==> src/rtl/pwm_pkg.sv <==
// ============================================================================
// Module  : pwm_pkg
// Brief   : Shared constants and capture-FSM state type for the PWM blocks.
// Revision: 1.0
// ============================================================================
`default_nettype none

package pwm_pkg;

    localparam int PWM_CNT_W       = 16;
    localparam int PWM_SYNC_STAGES = 2;
    localparam int PWM_TIMEOUT     = 4800;

    typedef enum logic [1:0] {
        ARM     = 2'd0,
        IDLE    = 2'd1,
        MEASURE = 2'd2,
        STUCK   = 2'd3
    } capture_state_t;

endpackage

`default_nettype wire

==> src/rtl/pwm_sync.sv <==
// ============================================================================
// Module  : pwm_sync
// Brief   : Resettable multi-stage synchronizer with rising-edge detect.
// Revision: 1.0
// ============================================================================
`default_nettype none

module pwm_sync #(
    parameter int STAGES = 2
) (
    input  logic clk,
    input  logic rst,
    input  logic async_in,
    output logic s,
    output logic rise
);

    logic [STAGES-1:0] r_chain;
    logic              r_s_d;

    always_ff @(posedge clk) begin
        if (rst) begin
            r_chain <= '0;
            r_s_d   <= 1'b0;
        end else begin
            r_chain <= {r_chain[STAGES-2:0], async_in};
            r_s_d   <= r_chain[STAGES-1];
        end
    end

    assign s    = r_chain[STAGES-1];
    assign rise = r_chain[STAGES-1] & ~r_s_d;

endmodule

`default_nettype wire

==> src/rtl/pwm_capture.sv <==
// ============================================================================
// Module  : pwm_capture
// Brief   : Measures high time and period of an incoming PWM line, flags stuck.
// Revision: 1.0
// ============================================================================
`default_nettype none

module pwm_capture
    import pwm_pkg::*;
#(
    parameter int CNT_W       = PWM_CNT_W,
    parameter int SYNC_STAGES = PWM_SYNC_STAGES,
    parameter int TIMEOUT     = PWM_TIMEOUT
) (
    input  logic             clk,
    input  logic             rst,
    input  logic             pwm_in,
    output logic [CNT_W-1:0] high_cycles,
    output logic [CNT_W-1:0] period_cycles,
    output logic             sample_valid,
    output logic             stuck,
    output logic             stuck_level
);

    localparam logic [CNT_W-1:0] c_one        = CNT_W'(1);
    localparam logic [CNT_W-1:0] c_timeout    = CNT_W'(TIMEOUT);
    localparam logic [CNT_W-1:0] c_timeout_m1 = CNT_W'(TIMEOUT - 1);
    localparam logic [CNT_W-1:0] c_sync_fill  = CNT_W'(SYNC_STAGES);

    logic w_s;
    logic w_rise;

    capture_state_t   r_state, w_state_nxt;
    logic [CNT_W-1:0] r_cnt, w_cnt_nxt;
    logic [CNT_W-1:0] r_hcnt, w_hcnt_nxt;
    logic [CNT_W-1:0] r_high, w_high_nxt;
    logic [CNT_W-1:0] r_period, w_period_nxt;
    logic             r_valid, w_valid_nxt;
    logic             r_stuck, w_stuck_nxt;
    logic             r_level, w_level_nxt;
    logic             w_enter_stuck;

    pwm_sync #(
        .STAGES   (SYNC_STAGES)
    ) u_sync (
        .clk      (clk),
        .rst      (rst),
        .async_in (pwm_in),
        .s        (w_s),
        .rise     (w_rise)
    );

    always_ff @(posedge clk) begin
        if (rst) begin
            r_state  <= ARM;
            r_cnt    <= '0;
            r_hcnt   <= '0;
            r_high   <= '0;
            r_period <= '0;
            r_valid  <= 1'b0;
            r_stuck  <= 1'b0;
            r_level  <= 1'b0;
        end else begin
            r_state  <= w_state_nxt;
            r_cnt    <= w_cnt_nxt;
            r_hcnt   <= w_hcnt_nxt;
            r_high   <= w_high_nxt;
            r_period <= w_period_nxt;
            r_valid  <= w_valid_nxt;
            r_stuck  <= w_stuck_nxt;
            r_level  <= w_level_nxt;
        end
    end

    always_comb begin
        w_state_nxt   = r_state;
        w_cnt_nxt     = r_cnt;
        w_hcnt_nxt    = r_hcnt;
        w_high_nxt    = r_high;
        w_period_nxt  = r_period;
        w_valid_nxt   = 1'b0;
        w_stuck_nxt   = r_stuck;
        w_level_nxt   = r_level;
        w_enter_stuck = 1'b0;

        case (r_state)
            // Leave ARM only once the chain has flushed since reset, so a line
            // that is already high never produces a false first edge.
            ARM: begin
                w_cnt_nxt = r_cnt + c_one;
                if (r_cnt == c_timeout_m1) begin
                    w_enter_stuck = 1'b1;
                end else if (!w_s && (r_cnt >= c_sync_fill)) begin
                    w_state_nxt = IDLE;
                end
            end
            IDLE: begin
                if (w_rise) begin
                    w_cnt_nxt   = c_one;
                    w_hcnt_nxt  = c_one;
                    w_state_nxt = MEASURE;
                end else begin
                    w_cnt_nxt = r_cnt + c_one;
                    if (r_cnt == c_timeout_m1) begin
                        w_enter_stuck = 1'b1;
                    end
                end
            end
            // cnt equals cycles since the last rise, so a period of exactly
            // TIMEOUT still measures and only a longer one times out.
            MEASURE: begin
                if (w_rise) begin
                    w_period_nxt = r_cnt;
                    w_high_nxt   = r_hcnt;
                    w_valid_nxt  = 1'b1;
                    w_stuck_nxt  = 1'b0;
                    w_cnt_nxt    = c_one;
                    w_hcnt_nxt   = c_one;
                end else if (r_cnt == c_timeout) begin
                    w_enter_stuck = 1'b1;
                end else begin
                    w_cnt_nxt  = r_cnt + c_one;
                    w_hcnt_nxt = r_hcnt + {{(CNT_W-1){1'b0}}, w_s};
                end
            end
            STUCK: begin
                if (w_rise) begin
                    w_cnt_nxt   = c_one;
                    w_hcnt_nxt  = c_one;
                    w_state_nxt = MEASURE;
                end
            end
            default: begin
                w_state_nxt = ARM;
            end
        endcase

        if (w_enter_stuck) begin
            w_state_nxt  = STUCK;
            w_stuck_nxt  = 1'b1;
            w_level_nxt  = w_s;
            w_high_nxt   = '0;
            w_period_nxt = '0;
            w_valid_nxt  = 1'b1;
        end
    end

    assign high_cycles   = r_high;
    assign period_cycles = r_period;
    assign sample_valid  = r_valid;
    assign stuck         = r_stuck;
    assign stuck_level   = r_level;

endmodule

`default_nettype wire

==> config.mk <==
export PLATFORM = sky130hd
export DESIGN_NAME = pwm_capture
export DESIGN_NICKNAME = d
export VERILOG_FILES = /design/src/rtl/pwm_pkg.sv /design/src/rtl/pwm_sync.sv /design/src/rtl/pwm_capture.sv
export SDC_FILE = /design/constraint.sdc
export NUM_CORES = 1
export LEC_CHECK = 0
export BUFFER_PORTS_ARGS = -buffer_cell sky130_fd_sc_hd__buf_2
export CORE_ASPECT_RATIO = 0.7
export CORE_MARGIN = 2
export CORE_UTILIZATION = 55
export DETAILED_ROUTE_END_ITERATION = 12
export PLACE_DENSITY = 0.76
export SETUP_SLACK_MARGIN = 0.1
export SLEW_MARGIN = 10
export SYNTH_ARGS = -nofsm -noshare
export SYNTH_HDL_FRONTEND = slang
export SYNTH_HIERARCHICAL = 1
export SYNTH_SLANG_ARGS = --single-unit
==> constraint.sdc <==
create_clock -name clk -period 4.26 [get_ports clk]
set_clock_uncertainty 0.2 [all_clocks]
set_input_delay 0.426 -clock clk [delete_from_list [all_inputs] [get_ports clk]]
set_output_delay 0.426 -clock clk [all_outputs]
set_load 0.01 [all_outputs]
# Word-level counts from Yosys, hierarchy flattened
# Cells that the tools add are included.
dict set report classes {
  addsub 2
  order_cmp 1
  eq_ne 11
  mux 24
  bitwise 2
  reduce_logical 14
}
# operator count
set op_table {}
lappend op_table {{16-bit two-way mux} 6}
lappend op_table {{16-bit one-hot mux with 4 select lines} 1}
lappend op_table {{16-bit by 13-bit equality test with 1-bit output, second input constant} 2}
lappend op_table {{16-bit one-hot mux with 2 select lines} 1}
lappend op_table {{16-bit by 1-bit adder with 16-bit output} 1}
lappend op_table {{16-bit by 1-bit adder with 16-bit output, second input constant} 1}
lappend op_table {{16-bit by 2-bit >= comparator with 1-bit output, second input constant} 1}
lappend op_table {{1-bit two-way mux} 10}
lappend op_table {{2-bit two-way mux} 4}
lappend op_table {{3-bit != test, second input constant} 2}
lappend op_table {{2-bit AND reduction} 3}
lappend op_table {{2-bit nonzero test} 3}
lappend op_table {{2-bit equality test, second input constant} 2}
lappend op_table {{2-bit by 1-bit != test with 1-bit output, second input constant} 2}
lappend op_table {{2-bit one-hot mux with 2 select lines} 1}
lappend op_table {{4-bit AND reduction} 1}
lappend op_table {{2-bit OR reduction} 2}
lappend op_table {{3-bit by 1-bit != test with 1-bit output, second input constant} 1}
lappend op_table {{3-bit by 2-bit != test with 1-bit output, second input constant} 1}
lappend op_table {{1-bit one-hot mux with 3 select lines} 1}
lappend op_table {{3-bit AND reduction} 1}
lappend op_table {{3-bit nonzero test} 1}
lappend op_table {{2-bit by 1-bit equality test with 1-bit output, second input constant} 1}
lappend op_table {{2-bit zero test} 1}
lappend op_table {{other kinds (4)} 4}
dict set report totals {
  reg_bits 72
  inputBits 3
  elab_cells 64
}

# Longest topological paths before layout
# Gate-level depths: netlist of run 1.
dict set report depth {
  ltp_word 6
  ltp_mapped 10
  depth_no_buf 7
}

# Hierarchy
# Netlist of run 1, hierarchy kept.
# module instances cells_each area_each_um2
set modules_own_cells {}
lappend modules_own_cells {pwm_capture 1 404 3315.7}
lappend modules_own_cells {pwm_sync 1 7 87.6}

# Least setup slack after synthesis of run 1
# OpenSTA, ideal clock, no wires.
dict set report synth_path {
  kind {reg-to-reg}
  from {reg r_cnt[3]}
  to {reg r_period[10], in the netlist period_cycles[10]}
  t_arrival_ns 2.198
  slack_ns 1.748
  stages_incl_launch_ff 10
  n_path_buf 4
  cell_sequence {dfxtp_1 -> buf_6 -> or4_4 -> or4b_1 -> buf_2 -> a211oi_2 -> or2_1 -> buf_6 -> buf_8 -> a21oi_2}
}
dict set report synth_via {
  elab_chain_cells 5
}
# item line_no
set synth_lines {}
lappend synth_lines {{start: declaration} pwm_capture.sv:34} ;# logic [CNT_W-1:0] r_cnt, w_cnt_nxt;
lappend synth_lines {{start signal: assignment} pwm_capture.sv:65} ;# r_cnt <= w_cnt_nxt;
lappend synth_lines {{16-bit by 13-bit equality test with 1-bit output, on equally long branches} {pwm_capture.sv:119, pwm_capture.sv:91, pwm_capture.sv:104}}
lappend synth_lines {{1-bit two-way mux, on equally long branches} {pwm_capture.sv:119, pwm_capture.sv:91, pwm_capture.sv:104}}
lappend synth_lines {{1-bit two-way mux, on equally long branches} {pwm_capture.sv:112, pwm_capture.sv:98}}
lappend synth_lines {{1-bit one-hot mux with 3 select lines *} pwm_capture.sv:86} ;# case (r_state)
lappend synth_lines {{2-bit OR reduction (no source line) *} --}
lappend synth_lines {{end signal: assignment} pwm_capture.sv:68} ;# r_period <= w_period_nxt;
lappend synth_lines {{end: declaration} pwm_capture.sv:37} ;# logic [CNT_W-1:0] r_period, w_period_nxt;
# Every way passes the cells marked *; elsewhere a longest branch is shown, timed or not.
# A chain may end at the register's enable or synchronous reset.

# Final worst setup path of run 1
dict set report layout_path {
  from {reg r_cnt[8]}
  to {reg r_period[15], in the netlist period_cycles[15]}
}
# The elaborated chain is that of the path after synthesis.

==> results of run 1 <==
==> where the power goes <==
group          switching (mW)  internal [mW]
Sequential             0.0285          0.694
Combinational           0.169          0.102
Clock                   0.264          0.393
==> synthesized netlist by cell type, types with 2 or more instances <==
cell type	count	area share
nand2_1	87	0.096
dfxtp_1	72	0.42
a21oi_1	48	0.071
clkbuf_1	16	0.018
nor2_1	16	0.018
inv_1	12	0.013
o21ai_0	12	0.018
a21oi_2	10	0.026
ha_1	10	0.037
nand3_1	9	0.013
nor3_1	9	0.013
o31ai_1	9	0.020
or3_1	9	0.017
or4_1	8	0.018
nand4_1	7	0.013
xnor2_1	7	0.018
a211oi_1	5	0.011
buf_2	5	0.0074
o211ai_1	5	0.011
a2111oi_0	4	0.010
and2_1	4	0.0074
buf_6	4	0.013
mux2i_1	4	0.012
nor2b_1	4	0.0074
and3_1	3	0.0055
and4_1	3	0.0077
a21o_1	2	0.0044
a31oi_1	2	0.0037
nor4_1	2	0.0037
xor2_1	2	0.0051
==> state kept, by name, indices dropped and copies added (netlist names) <==
name / cells
u_sync/r_s_d: 1
r_hcnt: 16
sample_valid: 1
u_sync/r_chain: 2
high_cycles: 16
r_cnt: 16
stuck: 1
stuck_level: 1
period_cycles: 16
r_state: 2
==> per-stage QoR <==
stage,cells,hold slack (ns)
after floorplan,411,0.214
after global placement,499,0.220
after detailed placement,499,0.230
after CTS,515,0.0780
after global routing,515,0.0744
final,515,0.0900
==> final cells by class <==
class	instances	area, um^2	share of cell area
clock inverters	6	116	0.0307
flip-flops and latches	72	1440	0.380
inverters	12	45.0	0.0119
well taps	75	93.8	0.0247
multi-input cells	300	1760	0.465
clock buffers	10	128	0.0336
repair buffers	40	208	0.0547
==> critical path, delay by kind of cell (launching register included) <==
family	cells	cell delay [ns]
buf+inv	1	0.37
compound gates	2	0.38
flops	1	0.37
simple gates	3	1.64
==> cell families after synthesis <==
kind of cell	synth area share
compound gates	0.204
mux	0.0151
flops	0.424
fa+ha+maj	0.0368
simple gates	0.240
xor+xnor	0.0232
buf+inv	0.0581
==> final timing paths <==
| check | start | endpoint | cells after the start |
|---|---|---|---|
| worst max-delay path | r_cnt[8] | period_cycles[15] | 6 |
| worst min-delay path | pwm_in | u_sync/r_chain[0] | 2 |
| worst max register to register | r_cnt[8] | period_cycles[15] | 6 |
| worst min register to register | u_sync/r_chain[0] | u_sync/r_chain[1] | 1 |
==> routing by layer <==
| metal | track usage | vias to the layer above | share of wire |
|---|---|---|---|
| li1 | - | 1506 | - |
| met1 | 0.345 | 1404 | 0.51 |
| met2 | 0.308 | 104 | 0.39 |
| met3 | 0.104 | 11 | 0.088 |
| met4 | 0.0525 | 0 | 0.0098 |
| met5 | 0 | - | 0 |
==> results.md, run 1 <==
- Initial DRC Count: roughly 220
- Nets: 448
- R2r setup slk: between 1 and 1.5 ns
- Worst skew pair latency: 0.35 ns
- Post-synthesis sequential area ratio: 0.424
- Routed vias/inst: roughly 6
- Setup TNS: 0 ns
- Post-synth EDFFs: 0
- CP Capture Type: flop
- CTS tree: yes
- Hold_buf cts: 0
- Worst hold path type: in -> reg
- Period utilisation layout: 0.721
- Htree depth: 3
- Final hold viol count: 0
- Pleak: 1.37 nW
- DRC viols: 0
- Critical path cell sequence: or4_1, or4_1, a211oi_2, or2_1, buf_4, a21oi_1
- Remaining global-route overflow: 0
- Dominant synthesized flop cell: dfxtp_1
- Cell Area, Placed: 3550 um^2
- WS Path Type: reg -> reg
- DP Worst Slack: 1.20 ns
- Post-DRT Antenna Nets: 0
- Fmax: 326 MHz
- Final Core Density: 0.650
- Most frequent cells in the layout: nand2_1, dfxtp_1, a21oi_1
- Clk sinks: 72
- Worst Tran Pin Value: 1.17 ns
- CTS clk-pin slew, worst paths: about 0.080 ns
- Initial Util: 0.583
- Synthesized area: 3400 um^2
- Clock root buffer: clkbuf_8
- Postcts setup bufs: 0
- Num rows: 23
- Startpoint Class: flop
- Most used cell, CP: or4_1
- Num CTS Buffers: 9
- Pins Over Slew Limit: 0
- N_diodes: 0
- WL final: 7660 um
- Fillers: between 500 and 600
- Post-route setup slack: ~1.2 ns
- Post-CTS sizing: 0
- Total Routing Usage GR: 0.234
- Layout cells sized above 1: 0.168
- RD Place Congestion: 0.964
- Netlist cell types: 51
- FF+latch count, synth: 72
- DR pass1 iterations: 5
- Fin crit period: a little over 3 ns
- Drt wl/cell: 14.9 um
- DP HPWL: 5360 um
- Synthesis Warnings: 6
- Async set or reset register ratio after synthesis: 0
- Data required, critical path: ~4.3 ns
- Post-Layout Inst Area: 3800 um^2
- Total chip power: 1.65 mW
- RSZ-0062 raised after global routing: no
- Setup violators final: 0
- Global-route wire length before repair: 12900 um
- Vias: roughly 3000
- Die height: 69.8 um
- Port bufs: 37
- CP max FO: 20
- Slowest CP cell: or4_1
- Rel. slew slack: 0.223
- Die area: 6840 um^2
- Pin count of the biggest net entering global routing: 35
- CP max stage delay: 0.62 ns
- Syn Area/Cell: 8.28 um^2
- Vias in the first global route: approximately 2600
- Area added between synthesis and finish: 11.5%
- Worst VDD drop: 0.212 mV
- Mapped Nets: 424
- Initial antenna violation count: 0
- Most common cell after layout, fill and taps aside: nand2_1
- Power Density: 435 nW/um^2
- Core area: 5840 um^2
- Maximum clock insertion buffer count: 2
- Outcome: finished clean
- Mapped Cells: between 400 and 500
- WP data arrival: 3.10 ns
- Die Width: about 98 um
- I/O pin cnt: 38
- Max-Cap Viols: 0
Power figures use the tool's default switching activity.
==> run 2, diff against run 1 <==
==> constraint.sdc (replaced) <==
create_clock -name clk -period 3 [get_ports clk]
set_clock_uncertainty 0.2 [all_clocks]
set_input_delay 0.3 -clock clk [delete_from_list [all_inputs] [get_ports clk]]
set_output_delay 0.3 -clock clk [all_outputs]
set_load 0.01 [all_outputs]
==> results.md, run 2 (same netlist as run 1, synthesis figures left out) <==
- CTS tree: yes
- WP data arrival: 2.82 ns (-0.28 ns)
- Drt wl/cell: 15.2 um (+2.2%)
- Pin count of the biggest net entering global routing: 35 (unchanged)
- CP Capture Type: flop
- Remaining global-route overflow: 0 (unchanged)
- Worst VDD drop: 0.322 mV (+52%)
- Clk sinks: 72 (unchanged)
- Critical path cell sequence: or4_4, nor4b_1, buf_4, a21o_1, nor3_1, a32o_1
- Nets: 456 (+1.8%)
- Layout cells sized above 1: 0.181 (+0.0126)
- Power Density: 573 nW/um^2 (+32%)
- Num rows: 23 (unchanged)
- Global-route wire length before repair: 13700 um (+5.7%)
- Data required, critical path: 3.04 ns (-1.25 ns)
- Pleak: 1.39 nW (+1.2%)
- Clock root buffer: clkbuf_8
- Critical Path Sink: r_hcnt[12]
- Worst hold path type: in -> reg
- Period utilisation layout: 0.926 (+0.205)
- Slowest CP cell: or4_4
- RR Endpoint: r_hcnt[12]
- Initial antenna violation count: 0 (unchanged)
- RSZ-0062 raised after global routing: no
- DRC viols: 0 (unchanged)
- Rel. slew slack: 0.606 (+0.383)
- Hold_buf cts: 1 (+1)
- DP Worst Slack: 0.293 ns (-0.911 ns)
- Pins Over Slew Limit: 0 (unchanged)
- Setup violators final: 0 (unchanged)
- Maximum clock insertion buffer count: 2 (unchanged)
- Total Routing Usage GR: 0.246 (+0.0127)
- WS Path Type: reg -> reg
- Worst-case reg-to-reg path depth: 6 (unchanged)
- Setup TNS: 0 ns (unchanged)
- R2r setup slk: 0.22 ns (-0.97 ns)
- DR pass1 iterations: 6 (+1)
- Num CTS Buffers: 9 (unchanged)
- Area added between synthesis and finish: 12.3%
- Final hold viol count: 0 (unchanged)
- CP max FO: 16 (-20%)
- Max-Cap Viols: 0 (unchanged)
- Initial DRC Count: 227 (+1.3%)
- Most frequent cells in the layout: nand2_1, dfxtp_1, a21oi_1
- I/O pin cnt: 38 (unchanged)
- RD Place Congestion: 0.909 (-5.7%)
- Fmax: 360 MHz (+11%)
- DP HPWL: 5560 um (+3.8%)
- Port bufs: 37 (unchanged)
- Post-CTS sizing: 0 (unchanged)
- Postcts setup bufs: 0 (unchanged)
- Vias in the first global route: 2810 (+6.5%)
- Core area: 5840 um^2 (unchanged)
- Die area: 6840 um^2 (unchanged)
- Routed vias/inst: 5.85 (-0.46%)
- CP startpoint: r_cnt[3]
- Worst skew pair latency: 0.35 ns (about the same)
- WL final: 7960 um (+3.8%)
- CTS clk-pin slew, worst paths: 0.07 ns (about the same)
- RR Startpoint: r_cnt[3]
- CP max stage delay: 0.55 ns (-0.07 ns)
- Initial Util: 0.583 (unchanged)
- Most common cell after layout, fill and taps aside: nand2_1
- Die Width: 98.0 um (unchanged)
- Startpoint Class: flop
- N_diodes: 0 (unchanged)
- Post-DRT Antenna Nets: 0 (unchanged)
- Vias: 3058 (+1.1%)
- Worst Tran Pin Value: 0.576 ns (-0.589 ns)
- Die height: 69.8 um (unchanged)
- Post-route setup slack: 0.222 ns (-0.967 ns)
- Outcome: finished clean
- Htree depth: 3 (unchanged)
- Fin crit period: 2.78 ns (-0.293 ns)
==> run 2: power breakdown <==
part,switching [mW],internal (mW),leakage (nW)
Combinational,0.257,0.158,0.715
Sequential,0.0369,0.985,0.581
Clock,0.366,0.387,0.0929
==> run 2: layout make-up <==
class                           count  area, um^2
Clock buffer                       10         128
Clock inverter                      6        67.6
Fill cell                         515        2020
Inverter                           12        45.0
Multi-Input combinational cell    300        1760
Sequential cell                    72        1440
Tap cell                           75        93.8
Timing Repair Buffer               48         283
==> run 2: routing by layer <==
layer	track usage	part of all wire	vias to the layer above
li1	-	-	1520
met1	0.367	0.50	1406
met2	0.346	0.41	123
met3	0.0726	0.082	9
met4	0.0633	0.0094	0
met5	0	0	-
==> run 2: how the worst min path moves through the flow <==
stage	slack (ns)	endpoint	start	cells past startpoint
final	0.12	u_sync/r_chain[1]	rst	2
after global routing	0.11	stuck_level	rst	2
after CTS	0.09	u_sync/r_chain[1]	rst	2
after detailed placement	0.24	high_cycles[14]	high_cycles[14]	2
after global placement	0.23	u_sync/r_chain[1]	u_sync/r_chain[0]	1
after floorplan	0.17	u_sync/r_chain[0]	rst	1
==> run 2: worst max-delay path: cells and delay by family (launching register included) <==
kind,cells,cell delay (ns)
buffers and inverters,1,0.25
AOI/OAI and AO/OA,2,0.67
and+or+nand+nor,3,1.16
DFF,1,0.39
==> run 2: per-stage QoR <==
stage | cell area, um^2 | std cells | hold WS (ns) | util | power [mW]
finish | 3820 | 523 | 0.116 | 0.654 | 2.19
global route | 3820 | 523 | 0.114 | 0.654 | 2.30
CTS | 3820 | 523 | 0.0938 | 0.654 | 2.20
detailed placement | 3620 | 506 | 0.243 | 0.619 | 1.44
global placement | 3620 | 506 | 0.230 | 0.619 | 1.42
floorplan | 3400 | 411 | 0.172 | - | 1.34
==> run 3, diff against run 2 <==
--- a/config.mk
+++ b/config.mk
@@ -6,11 +6,13 @@
 export NUM_CORES = 1
 export LEC_CHECK = 0
 export BUFFER_PORTS_ARGS = -buffer_cell sky130_fd_sc_hd__buf_2
+export CELL_PAD_IN_SITES_DETAIL_PLACEMENT = 1
+export CELL_PAD_IN_SITES_GLOBAL_PLACEMENT = 1
 export CORE_ASPECT_RATIO = 0.7
 export CORE_MARGIN = 2
-export CORE_UTILIZATION = 55
+export CORE_UTILIZATION = 43
 export DETAILED_ROUTE_END_ITERATION = 12
-export PLACE_DENSITY = 0.76
+export PLACE_DENSITY_LB_ADDON = 0.1
 export SETUP_SLACK_MARGIN = 0.1
 export SLEW_MARGIN = 10
 export SYNTH_ARGS = -nofsm -noshare
==> constraint.sdc (replaced) <==
create_clock -name clk -period 2.6 [get_ports clk]
set_clock_uncertainty 0.2 [all_clocks]
set_input_delay 0.26 -clock clk [delete_from_list [all_inputs] [get_ports clk]]
set_output_delay 0.26 -clock clk [all_outputs]
set_load 0.01 [all_outputs]
==> results.md, run 3 (same netlist as run 1, synthesis figures left out) <==
- Outcome: finished clean
- N_diodes: 0 (unchanged)
- Fin Hold WS: 0.103 ns (-0.0132 ns)
- DP HPWL: 6830 um (+23%)
- Crit-path leading delay family: simple AND/OR/NAND/NOR gates
- Clk sinks: 72 (unchanged)
- Initial Util: 0.438 (-0.145)
- Max-Cap Viols: 0 (unchanged)
- Rel. slew slack: 0.604 (-0.00176)
- Port bufs: 37 (unchanged)
- DRC viols: 0 (unchanged)
- Startpoint Class: flop
- Power Density: 716 nW/um^2 (+25%)
- Initial antenna violation count: 0 (unchanged)
- CTS clk-pin slew, worst paths: 0.06 ns (about the same)
- Data required, critical path: 2.63 ns (-0.41 ns)
- WS Path Type: reg -> reg
- CP max stage delay: 0.58 ns (+0.03 ns)
- Worst skew pair latency: 0.33 ns (-0.02 ns)
- Num CTS Buffers: 9 (unchanged)
- WP data arrival: 2.47 ns (-0.35 ns)
- Worst path bufs/invs: 1 (unchanged)
- Die area: 8650 um^2 (+26%)
- Most frequent cells in the layout: nand2_1, dfxtp_1, a21oi_1
- Pin count of the biggest net entering global routing: 26 (-26%)
- Layout cells sized above 1: 0.237 (+0.0565)
- DR pass1 iterations: 4 (-2)
- Num rows: 27 (+17%)
- Total Routing Usage GR: 0.231 (-0.0154)
- Die Width: 110 um (+13%)
- Die height: 78.4 um (+12%)
- Post-Layout Cell Count: 573 (+9.6%)
- Final hold viol count: 0 (unchanged)
- Fin crit period: 2.44 ns (-0.340 ns)
- Postcts setup bufs: 0 (unchanged)
- Maximum clock insertion buffer count: 2 (unchanged)
- Fmax: 410 MHz (+14%)
- Most common cell after layout, fill and taps aside: nand2_1
- Worst VDD drop: 0.566 mV (+76%)
- Core area: 7770 um^2 (+33%)
- Worst hold path type: in -> reg
- RD Place Congestion: 0.862 (-5.1%)
- Critical path cell sequence: or4_4, or4b_4, a211oi_2, or2_4, clkbuf_16, a21oi_1
- I/O pin cnt: 38 (unchanged)
- Clock root buffer: clkbuf_16
- RSZ-0062 raised after global routing: yes
- Routed vias/inst: 5.49 (-6.1%)
- Vias in the first global route: 3071 (+9.3%)
- Period utilisation layout: 0.937 (+0.0115)
- Drt wl/cell: 16.7 um (+9.7%)
- Nets: 480 (+5.3%)
- Inst Count DP: 554 (+9.5%)
- Slowest CP cell: or4b_4
- Remaining global-route overflow: 0 (unchanged)
- WL final: 9560 um (+20%)
- Pleak: 1.59 nW (+14%)
- Vias: 3146 (+2.9%)
- Setup violators final: 0 (unchanged)
- Pins Over Slew Limit: 0 (unchanged)
- CP max FO: 6 (-10)
- CTS tree: yes
- Htree depth: 3 (unchanged)
- Initial DRC Count: 160 (-30%)
- Global-route wire length before repair: 15200 um (+11%)
- Final Core Density: 0.541 (-0.113)
- Area added between synthesis and finish: 23.5%
- Setup TNS: 0 ns (unchanged)
- CP Capture Type: flop
- Post-DRT Antenna Nets: 0 (unchanged)
- Worst Tran Pin Value: 0.589 ns (+0.0130 ns)
==> run 3: cell types whose count changed in the layout (fill, tap and decap cells not counted), sizes merged <==
cell      change
clkinv        +1
buf          +23
inv           -1
clkinvlp      -1
clkbuf        +2
==> run 3: where the power goes <==
group / internal (mW) / leakage [nW] / switching [mW]
Clock: 0.767 / 0.145 / 0.471
Combinational: 0.258 / 0.858 / 0.334
Sequential: 1.14 / 0.582 / 0.0382
Total: 2.16 / 1.59 / 0.843
==> run 3: path summary, 6_finish.rpt <==
path,endpoint,slack [ns],cells after the start,from
max,period_cycles[14],0.16,6,r_cnt[2]
min,stuck_level,0.10,2,rst
max reg2reg,period_cycles[14],0.16,6,r_cnt[2]
min reg2reg,u_sync/r_chain[1],0.24,1,u_sync/r_chain[0]
==> run 3: per-stage QoR <==
stage	power (mW)	cell area, um^2	worst slack, ns
4_1_cts	3.01	4150	0.121
3_3_place_gp	1.74	3830	0.117
2_1_floorplan	1.55	3400	0.0878
3_5_place_dp	1.76	3830	0.0503
6_report	3.01	4200	0.163
5_1_grt	3.14	4200	0.0891
==> run 3: what timing repair did <==
item	in CTS	in global routing
gates cloned	0	2
hold endpoints to repair	1	0
gates resized for setup	3	7
pin swaps	0	2
hold buffers	1	0
setup endpoints to repair	38	38
==> run 3: cell type report <==
cell class              instances  area (um^2)
repair buffers                 72          500
fillers                       919         3570
multi-input cells             300         1790
flip-flops and latches         72         1440
well taps                     101          126
inverters                      12         45.0
clock buffers                  11          243
clock inverters                 5         56.3
==> run 3: layer usage <==
layer / global-route usage / wire length (um) / vias up / share of wire
met5: 0 / 0 / - / 0
met4: 0.0763 / 51 / 0 / 0.0053
met3: 0.0631 / 539 / 4 / 0.056
met2: 0.334 / 4070 / 77 / 0.43
met1: 0.330 / 4900 / 1498 / 0.51
li1: - / - / 1567 / -
